`config.mk`:
```
export PLATFORM = sky130hd
export DESIGN_NAME = uart_tx_port
export DESIGN_NICKNAME = d
export VERILOG_FILES = /design/src/rtl/uart_tx_pkg.sv /design/src/rtl/uart_tx_fifo.sv /design/src/rtl/uart_tx_port.sv
export SDC_FILE = /design/constraint.sdc
export NUM_CORES = 1
export LEC_CHECK = 0
export BUFFER_PORTS_ARGS = -buffer_cell sky130_fd_sc_hd__buf_2
export CAP_MARGIN = 25
export CORE_UTILIZATION = 25
export CTS_BUF_LIST = sky130_fd_sc_hd__clkbuf_16
export CTS_CLUSTER_DIAMETER = 50
export DETAILED_ROUTE_END_ITERATION = 12
export GPL_TIMING_DRIVEN = 1
export SLEW_MARGIN = 40
export SYNTH_ARGS = -nofsm -noshare
export SYNTH_HDL_FRONTEND = slang
export SYNTH_HIERARCHICAL = 1
export SYNTH_SLANG_ARGS = --single-unit
export TNS_END_PERCENT = 10
```
`constraint.sdc`:
```
create_clock -name clock -period 3.5 [get_ports clock]
set_input_delay 0.525 -clock clock [delete_from_list [all_inputs] [get_ports clock]]
set_output_delay 0.525 -clock clock [all_outputs]
set_load 0.02 [all_outputs]
```
`src/rtl/uart_tx_pkg.sv`:
```
// Shared types and constants for the console UART transmitter.
// UART_TX_PARITY_EN adds an even-parity bit and the PARITY state.
package uart_tx_pkg;

`ifdef UART_TX_PARITY_EN
    typedef enum logic [2:0] {
        ST_IDLE,
        ST_START,
        ST_DATA,
        ST_PARITY,
        ST_STOP
    } tx_state_t;

    localparam int unsigned FRAME_BITS = 11;
`else
    typedef enum logic [2:0] {
        ST_IDLE,
        ST_START,
        ST_DATA,
        ST_STOP
    } tx_state_t;

    localparam int unsigned FRAME_BITS = 10;
`endif

    localparam int unsigned STAT_READY = 0;
    localparam int unsigned STAT_IDLE  = 1;
    localparam int unsigned STAT_OVF   = 7;

    function automatic int unsigned frame_clks(input int unsigned clks_per_bit);
        return FRAME_BITS * clks_per_bit;
    endfunction

endpackage

```
`src/rtl/uart_tx_fifo.sv`:
```
// Byte FIFO feeding the UART serializer; pointers wrap modulo DEPTH,
// occupancy kept in a separate counter (0..DEPTH).
module uart_tx_fifo
    import uart_tx_pkg::*;
#(
    parameter int unsigned DEPTH = 4
) (
    input  logic                           clock,
    input  logic                           reset,
    input  logic                           push,
    input  logic [7:0]                     push_data,
    input  logic                           pop,
    output logic [7:0]                     head_data,
    output logic                           full,
    output logic                           empty,
    output logic [$clog2(DEPTH+1)-1:0]     count
);

    localparam int unsigned AW = $clog2(DEPTH);
    localparam int unsigned CW = $clog2(DEPTH + 1);

    logic [7:0]    mem [DEPTH];
    logic [AW-1:0] wr_ptr;
    logic [AW-1:0] rd_ptr;
    logic [CW-1:0] cnt;
    logic          do_push;
    logic          do_pop;

    assign full      = (cnt == CW'(DEPTH));
    assign empty     = (cnt == '0);
    assign count     = cnt;
    assign head_data = mem[rd_ptr];
    assign do_push   = push && !full;
    assign do_pop    = pop && !empty;

    always_ff @(posedge clock) begin
        if (do_push) begin
            mem[wr_ptr] <= push_data;
        end
    end

    always_ff @(posedge clock) begin
        if (!reset) begin
            wr_ptr <= '0;
            rd_ptr <= '0;
            cnt    <= '0;
        end else begin
            if (do_push) begin
                wr_ptr <= wr_ptr + 1'b1;
            end
            if (do_pop) begin
                rd_ptr <= rd_ptr + 1'b1;
            end
            case ({do_push, do_pop})
                2'b10:   cnt <= cnt + 1'b1;
                2'b01:   cnt <= cnt - 1'b1;
                default: cnt <= cnt;
            endcase
        end
    end

endmodule

```
`src/rtl/uart_tx_port.sv`:
```
// Console UART transmitter on the CPU bus: data register at BASE_ADDR,
// status at BASE_ADDR+1, 8N1 serializer (UART_TX_PARITY_EN adds even parity).
module uart_tx_port
    import uart_tx_pkg::*;
#(
    parameter logic [15:0] BASE_ADDR    = 16'hF200,
    parameter int unsigned CLKS_PER_BIT = 16,
    parameter int unsigned FIFO_DEPTH   = 4
) (
    input  logic        clock,
    input  logic        reset,
    input  logic [15:0] address,
    input  logic        write_en,
    input  logic [7:0]  data_in,
    output logic [7:0]  data_out,
    output logic        txd,
    output logic        irq
);

    localparam logic [15:0] STAT_ADDR = BASE_ADDR + 16'd1;
    localparam int unsigned CNT_W     = $clog2(CLKS_PER_BIT);
    localparam int unsigned CW        = $clog2(FIFO_DEPTH + 1);

    tx_state_t      state, state_nx;
    logic [CNT_W-1:0] clk_cnt, clk_cnt_nx;
    logic [2:0]     bit_idx, bit_idx_nx;
    logic [7:0]     shifter, shifter_nx;
    logic           overflow, overflow_nx;
    logic           pop;
    logic           txd_c;
    logic           bit_end;

    logic           wr_data;
    logic           wr_stat;
    logic [7:0]     head_data;
    logic           fifo_full;
    logic           fifo_empty;
    logic [CW-1:0]  fifo_count;
    logic           tx_ready;
    logic           tx_idle;
    logic [7:0]     status;

    assign wr_data = write_en && (address == BASE_ADDR);
    assign wr_stat = write_en && (address == STAT_ADDR);

    // The FIFO judges fullness on its pre-edge count, so a same-cycle pop never frees a slot.
    uart_tx_fifo #(
        .DEPTH(FIFO_DEPTH)
    ) u_fifo (
        .clock     (clock),
        .reset     (reset),
        .push      (wr_data),
        .push_data (data_in),
        .pop       (pop),
        .head_data (head_data),
        .full      (fifo_full),
        .empty     (fifo_empty),
        .count     (fifo_count)
    );

    assign bit_end  = (clk_cnt == CNT_W'(CLKS_PER_BIT - 1));
    assign tx_ready = (fifo_count < CW'(FIFO_DEPTH));
    assign tx_idle  = fifo_empty && (state == ST_IDLE);
    assign irq      = !fifo_full && !overflow;
    assign txd      = txd_c;

    always_ff @(posedge clock) begin
        if (!reset) begin
            state    <= ST_IDLE;
            clk_cnt  <= '0;
            bit_idx  <= '0;
            shifter  <= '0;
            overflow <= 1'b0;
        end else begin
            state    <= state_nx;
            clk_cnt  <= clk_cnt_nx;
            bit_idx  <= bit_idx_nx;
            shifter  <= shifter_nx;
            overflow <= overflow_nx;
        end
    end

    always_comb begin
        state_nx    = state;
        clk_cnt_nx  = clk_cnt + 1'b1;
        bit_idx_nx  = bit_idx;
        shifter_nx  = shifter;
        overflow_nx = overflow;
        pop         = 1'b0;
        txd_c       = 1'b1;

        if (wr_data && fifo_full) begin
            overflow_nx = 1'b1;
        end else if (wr_stat && data_in[7]) begin
            overflow_nx = 1'b0;
        end

        case (state)
            ST_IDLE: begin
                clk_cnt_nx = '0;
                if (!fifo_empty) begin
                    pop        = 1'b1;
                    shifter_nx = head_data;
                    state_nx   = ST_START;
                end
            end
            ST_START: begin
                txd_c = 1'b0;
                if (bit_end) begin
                    clk_cnt_nx = '0;
                    bit_idx_nx = '0;
                    state_nx   = ST_DATA;
                end
            end
            ST_DATA: begin
                txd_c = shifter[bit_idx];
                if (bit_end) begin
                    clk_cnt_nx = '0;
                    if (bit_idx == 3'd7) begin
`ifdef UART_TX_PARITY_EN
                        state_nx = ST_PARITY;
`else
                        state_nx = ST_STOP;
`endif
                    end else begin
                        bit_idx_nx = bit_idx + 3'd1;
                    end
                end
            end
`ifdef UART_TX_PARITY_EN
            ST_PARITY: begin
                txd_c = ^shifter;
                if (bit_end) begin
                    clk_cnt_nx = '0;
                    state_nx   = ST_STOP;
                end
            end
`endif
            ST_STOP: begin
                txd_c = 1'b1;
                if (bit_end) begin
                    clk_cnt_nx = '0;
                    // Back-to-back frames: reload straight into START with no idle gap.
                    if (!fifo_empty) begin
                        pop        = 1'b1;
                        shifter_nx = head_data;
                        state_nx   = ST_START;
                    end else begin
                        state_nx = ST_IDLE;
                    end
                end
            end
            default: begin
                clk_cnt_nx = '0;
                state_nx   = ST_IDLE;
            end
        endcase
    end

    always_comb begin
        status             = '0;
        status[STAT_READY] = tx_ready;
        status[STAT_IDLE]  = tx_idle;
        status[STAT_OVF]   = overflow;
        data_out           = (address == STAT_ADDR) ? status : '0;
    end

endmodule
```
Word level (Yosys, flattened, before mapping)
Memories as Yosys holds them, arrays and structs flattened. A register that Yosys moved wholly into a read port is not among the register bits. Index checks and enable logic that the tools add are counted.

Eq/ne operators: 16. Reductions and logical operators: 22. $add $sub $neg: 6. Order comparisons: 2. Bitwise gates (word level): 2. Muxes and demuxes: 28.

Operators with widths (count): 16-bit == test (second input constant) (2); 3-bit 2-to-1 mux (8); 8-bit 2-to-1 mux (3); 8-bit case mux with 2 select lines (1); 2-bit inequality test (second input constant) (6); 3-bit case mux with 2 select lines (2); 3-bit case mux with 4 select lines (1); 1-bit logical AND (8); 1-bit 2-to-1 mux (8); 2-bit nonzero test (4); 3-bit by 1-bit adder with 3-bit output (second input constant) (2); 3-bit by 2-bit == test with 1-bit output (second input constant) (2); 3-bit == test (second input constant) (2); 3-bit zero test (2); 3-bit OR reduction (2); 5-bit AND reduction (1); 2-bit by 1-bit adder with 2-bit output (second input constant) (2); 4-bit by 1-bit adder with 4-bit output (second input constant) (1); 4-bit == test (second input constant) (1); 3-bit by 4-bit less-than comparator with 1-bit output (second input constant) (1); 2-bit 2-to-1 mux (2); 1-bit case mux with 2 select lines (2); 4-bit AND reduction (1); 1-bit binary-select mux with 3-bit select (1); other kinds (8) (11).

Input port bits: 27. RAM bits: 32. Register bits: 26. Output and inout bits: 10. Memories: 1. Word-level logic and storage cells: 85.

Memories: u_fifo.mem (depth 4, bits a word 8, rd ports 1, clocked after Yosys merged registers in 1, wr ports 1, line uart_tx_fifo.sv:22) `logic [7:0] mem [DEPTH];`.

Depth between registers and ports, before layout
Depth in word-level cells: 7. Depth in mapped cells: 12. Depth with buffers taken out: 11.

By module
The synthesis kept the hierarchy.

Modules (own cells, without submodules): uart_tx_fifo (cells each 96, instances 1, area an instance 1644.1 µm²); uart_tx_port (cells each 115, instances 1, area an instance 1101.1 µm²).

Least setup slack after synthesis
Ideal clock, no wire load.

Path kind: input port to flip-flop. Start: input port address[4]. End: register u_fifo.cnt[2], in the netlist u_fifo/count[2]. Arrival: 2.733 ns. Setup slack: 0.696 ns. Setup time: 0.070 ns. Required time: 3.430 ns. Buffers on the path: 1. Stages on the path: 12. Cells stage by stage: or4b_4 nor4_4 and3_2 nor2b_1 buf_2 inv_2 ha_1 inv_1 fa_1 xor2_1 or3_1 a21boi_1.

Cells in the longest elaborated chain, start to end: 5.

Ends and longest elaborated chain: start: declaration (line uart_tx_port.sv:12) `input logic [15:0] address,`; 16-bit == test * (line uart_tx_port.sv:43) `assign wr_data = write_en && (address == BASE_ADDR);`; 1-bit logical AND * (line uart_tx_port.sv:43); via wr_data (line uart_tx_port.sv:33) `logic wr_data;`; 1-bit logical AND * (line uart_tx_fifo.sv:33) `assign do_push = push && !full;`; 2-bit by 1-bit == test with 1-bit output or 2-bit == test (tied branches) (line uart_tx_fifo.sv:54) `case ({do_push, do_pop})`; 3-bit case mux with 2 select lines or 2-bit nonzero test (tied branches); end signal: assignment (line uart_tx_fifo.sv:55) `2'b10: cnt <= cnt + 1'b1;`; end signal: assignment (line uart_tx_fifo.sv:56) `2'b01: cnt <= cnt - 1'b1;`; end signal: assignment (line uart_tx_fifo.sv:57) `default: cnt <= cnt;`; end: declaration (line uart_tx_fifo.sv:25) `logic [CW-1:0] cnt;`.

The timed path passes the listed nets; every way through them passes the cells marked *. A chain may end at the register's enable or synchronous reset.

Worst setup path after layout
Start: register clk_cnt[0]. End: register u_fifo.cnt[2], in the netlist u_fifo/count[2].

Cells in the longest elaborated chain, start to end: 6.

Ends and longest elaborated chain: start: declaration (line uart_tx_port.sv:25) `logic [CNT_W-1:0] clk_cnt, clk_cnt_nx;`; start signal: assignment (line uart_tx_port.sv:76) `clk_cnt <= clk_cnt_nx;`; 4-bit == test * (line uart_tx_port.sv:61) `assign bit_end = (clk_cnt == CNT_W'(CLKS_PER_BIT - 1));`; 1-bit 2-to-1 mux * (line uart_tx_port.sv:141) `if (bit_end) begin`; 1-bit case mux with 2 select lines * (line uart_tx_port.sv:98) `case (state)`; via pop (line uart_tx_port.sv:29) `logic pop;`; 1-bit logical AND * (line uart_tx_fifo.sv:34) `assign do_pop = pop && !empty;`; via u_fifo.do_pop (line uart_tx_fifo.sv:27) `logic do_pop;`; 2-bit by 1-bit == test with 1-bit output or 2-bit == test (tied branches) (line uart_tx_fifo.sv:54); 3-bit case mux with 2 select lines or 2-bit nonzero test (tied branches).

Marked as above.

==> metrics.yaml <==
place_area_sq_um: 3020
diodes: 0
synth_edf_count: 32
dieArea_sq_um: 11400
rsz0062_at_grt: "no"
crit_path_top_delay_cell: "fa_1"
coreArea_sq_um: 10500
synth.area.top_cells: "edfxtp_1, dfxtp_1, mux4_2"
wl_per_cell_microns: 12.1
slew_violations: 0
internal-power_mw: 1.26
fillCellCount: 1081
p_seq_share_pct: 46.8
synth_ff_type: "edfxtp_1"
leakage_nw: 1.18
stdcell_area_sq_um: 3300
cp_common_cell: "ha_1"
synth.distinct_cells: 46
dp_slack_ps: 508
drive_above_1_share_pct: 26.0
drt_iter0_drc: 37
synth_top_cell_by_area: "edfxtp_1"
switching_share_pct: 19.5
cts.sinks: 59
max_freq_mhz: 362
cts_made_buffers: 9
setup_viol: 0
cp-start-kind: "register"
grt_use_total_pct: 9.46
max_stage_delay_ps: 370
synth.top_cell.area_share_pct: 35.0
clkPwrFrac_pct: 51.2
synth_seq_cells: 59
synth-warning-count: 6
setup_tns_ps: 0
crit_fanout: 6
worst_slack_ps: 736
gp_congestion: 0.731
ir_worst_vdd_mv: 0.202
clock-skew-final_ps: 6.63
grt_overflow: 0
synthCells: 211
async_reset_ff_share_pct: 0
status: "finished clean"
power_switching_mw: 0.304
pwr_density_cell_nw_per_um2: 472
grt_max_degree: 29
finalHoldViolCount: 0
fp.dieH_microns: 107
area_growth_pct: 20.4
utilization_pct: 31.6
worst_pin_slew_ps: 610
end_kind: "register"
vias: 1654
hp-class: "in2reg"
cts_setup_buffers: 0
drc: 0
first_pass_iters: 4
clkLatencyLatePin_ps: 320
io_buffer_count: 31
synthesis.area_sq_um: 2750
antenna_left: 0
slew_headroom_pct: 59.2
fin_hold_ws_ps: 423
cts_tree: "yes"
htree_levels: 3
die_w_microns: 107
cp_data_required_time_ps: 3750
p_comb_share_pct: 2.1
routed_wl_mm: 4.67
grt_pass1_vias: 1731
seq_area_frac_synth_pct: 54.7
fin_crit_sh_pct: 79.0
critPathBufInv: 1
via_per_inst: 4.28
start_util_pct: 26.2
cp_cell_sequence: "ha_1 > and3_1 > a21oi_1 > nor3_1 > nor2b_1 > ha_1 > inv_1 > fa_1 > xor2_1 > or3_1 > a21boi_1"
grt_pass1_wl_mm: 8.13
cts-resized-gates: 0
num_rows: 37
boundaryPins: 37
cts_buffer_depth: 2
syn_avg_cell_area_sq_um: 13.0
nets: 286
cp_top_family: "simple AND/OR/NAND/NOR gates"
hpwl_mm: 3.27
layout_min_cycle_time_ps: 2760
path_class: "reg2reg"
clockRootBuffer: "clkbuf_16"
cap_viol_max_count: 0
antenna_found_initial: 0
clkSlewWorstSetupHoldPaths_ps: 50
cp.arrival_ps: 3010
hold_buffers: 0
[cells in the final DEF, fill, tap and decap left out, drive strengths merged, types with 8 or more instances in the layout]
cell,Yosys,final
a21boi,8,8
buf,7,32
mux2i,12,12
dfxtp,27,27
nand2,15,15
mux4,10,10
nor2,8,8
ha,13,13
nor2b,10,10
inv,10,13
clkbuf,6,10
edfxtp,32,32
[flip-flops by register name, summed over array words and instances, names as in the netlist, named ones only]
| name | cells |
|---|---|
| u_fifo/mem | 32 |
| shifter | 8 |
| clk_cnt | 4 |
| bit_idx | 3 |
| u_fifo/count | 3 |
| state | 2 |
| u_fifo/rd_ptr | 2 |
| u_fifo/wr_ptr | 2 |
| overflow | 1 |
[cells by family (layout without fill, tap and decap cells)]
family	count (synthesis)	after routing	share of synthesized area (%)
AND/OR/NAND/NOR	64	64	14.2
buffers and inverters	23	58	3.92
flip-flops	59	59	54.7
multiplexers	22	22	12.6
AO/OA/AOI/OAI	24	24	6.56
adder cells (fa/ha/maj)	14	14	6.65
other	1	5	0.137
XOR/XNOR	4	4	1.28
[cells in the mapped netlist, types with 2 or more instances]
cell type  count
nand3b_1       2
o211a_1        2
edfxtp_1      32
nand3_1        5
or3_1          2
a21oi_1        2
xnor2_1        2
o21ai_0        6
and2_1         6
mux4_2        10
buf_4          5
nor2_1         8
clkbuf_1       6
ha_1          13
mux2i_1       12
buf_2          2
o211ai_1       2
dfxtp_1       27
inv_1          9
and3_2         2
a21boi_1       3
xor2_1         2
nor2b_1       10
nand2_1       15
a21boi_0       5
[power by group through the flow]
stage	logic (mW)	clock network, mW	registers (mW)
global route	0.0362	0.855	0.729
floorplan	0.0174	0	0.744
finish	0.0322	0.798	0.730
detailed placement	0.0328	0	0.744
global placement	0.0314	0	0.744
CTS	0.0329	0.824	0.729
[stage by stage]
step	std cells	total power, mW
3_5_place_dp	370	0.776
5_1_grt	386	1.62
6_report	386	1.56
2_1_floorplan	215	0.761
4_1_cts	386	1.59
3_3_place_gp	370	0.775
[area by class of cell]
| type | instances | area, sq um | share of cell area (%) |
|---|---|---|---|
| inverter | 10 | 37.5 | 1.14 |
| clock inverter | 6 | 31.3 | 0.947 |
| sequential | 59 | 1500 | 45.4 |
| timing repair buffer | 32 | 163 | 4.92 |
| tap | 136 | 170 | 5.15 |
| clock buffer | 10 | 250 | 7.57 |
| multi-input combinational | 133 | 1150 | 34.8 |
[metal layers]
layer  part of all wire, %  wire [microns]  vias up  track usage (%)
li1                      -               -      828                -
met1                    47            2190      797             11.1
met3                   3.0             139        5             3.47
met4                  0.77              36        0             4.11
met5                     0               0        -                0
met2                    49            2310       24             15.4
[worst paths after layout]
path / startpoint / end / slack [ps] / depth (start not counted)
max reg2reg: clk_cnt[0] / u_fifo/count[2] / 740 / 11
min: data_in[6] / u_fifo/mem[3][6] / 420 / 1
max: clk_cnt[0] / u_fifo/count[2] / 740 / 11
min reg2reg: clk_cnt[0] / clk_cnt[0] / 440 / 1
Note: power is estimated with default switching activity, not from simulation.
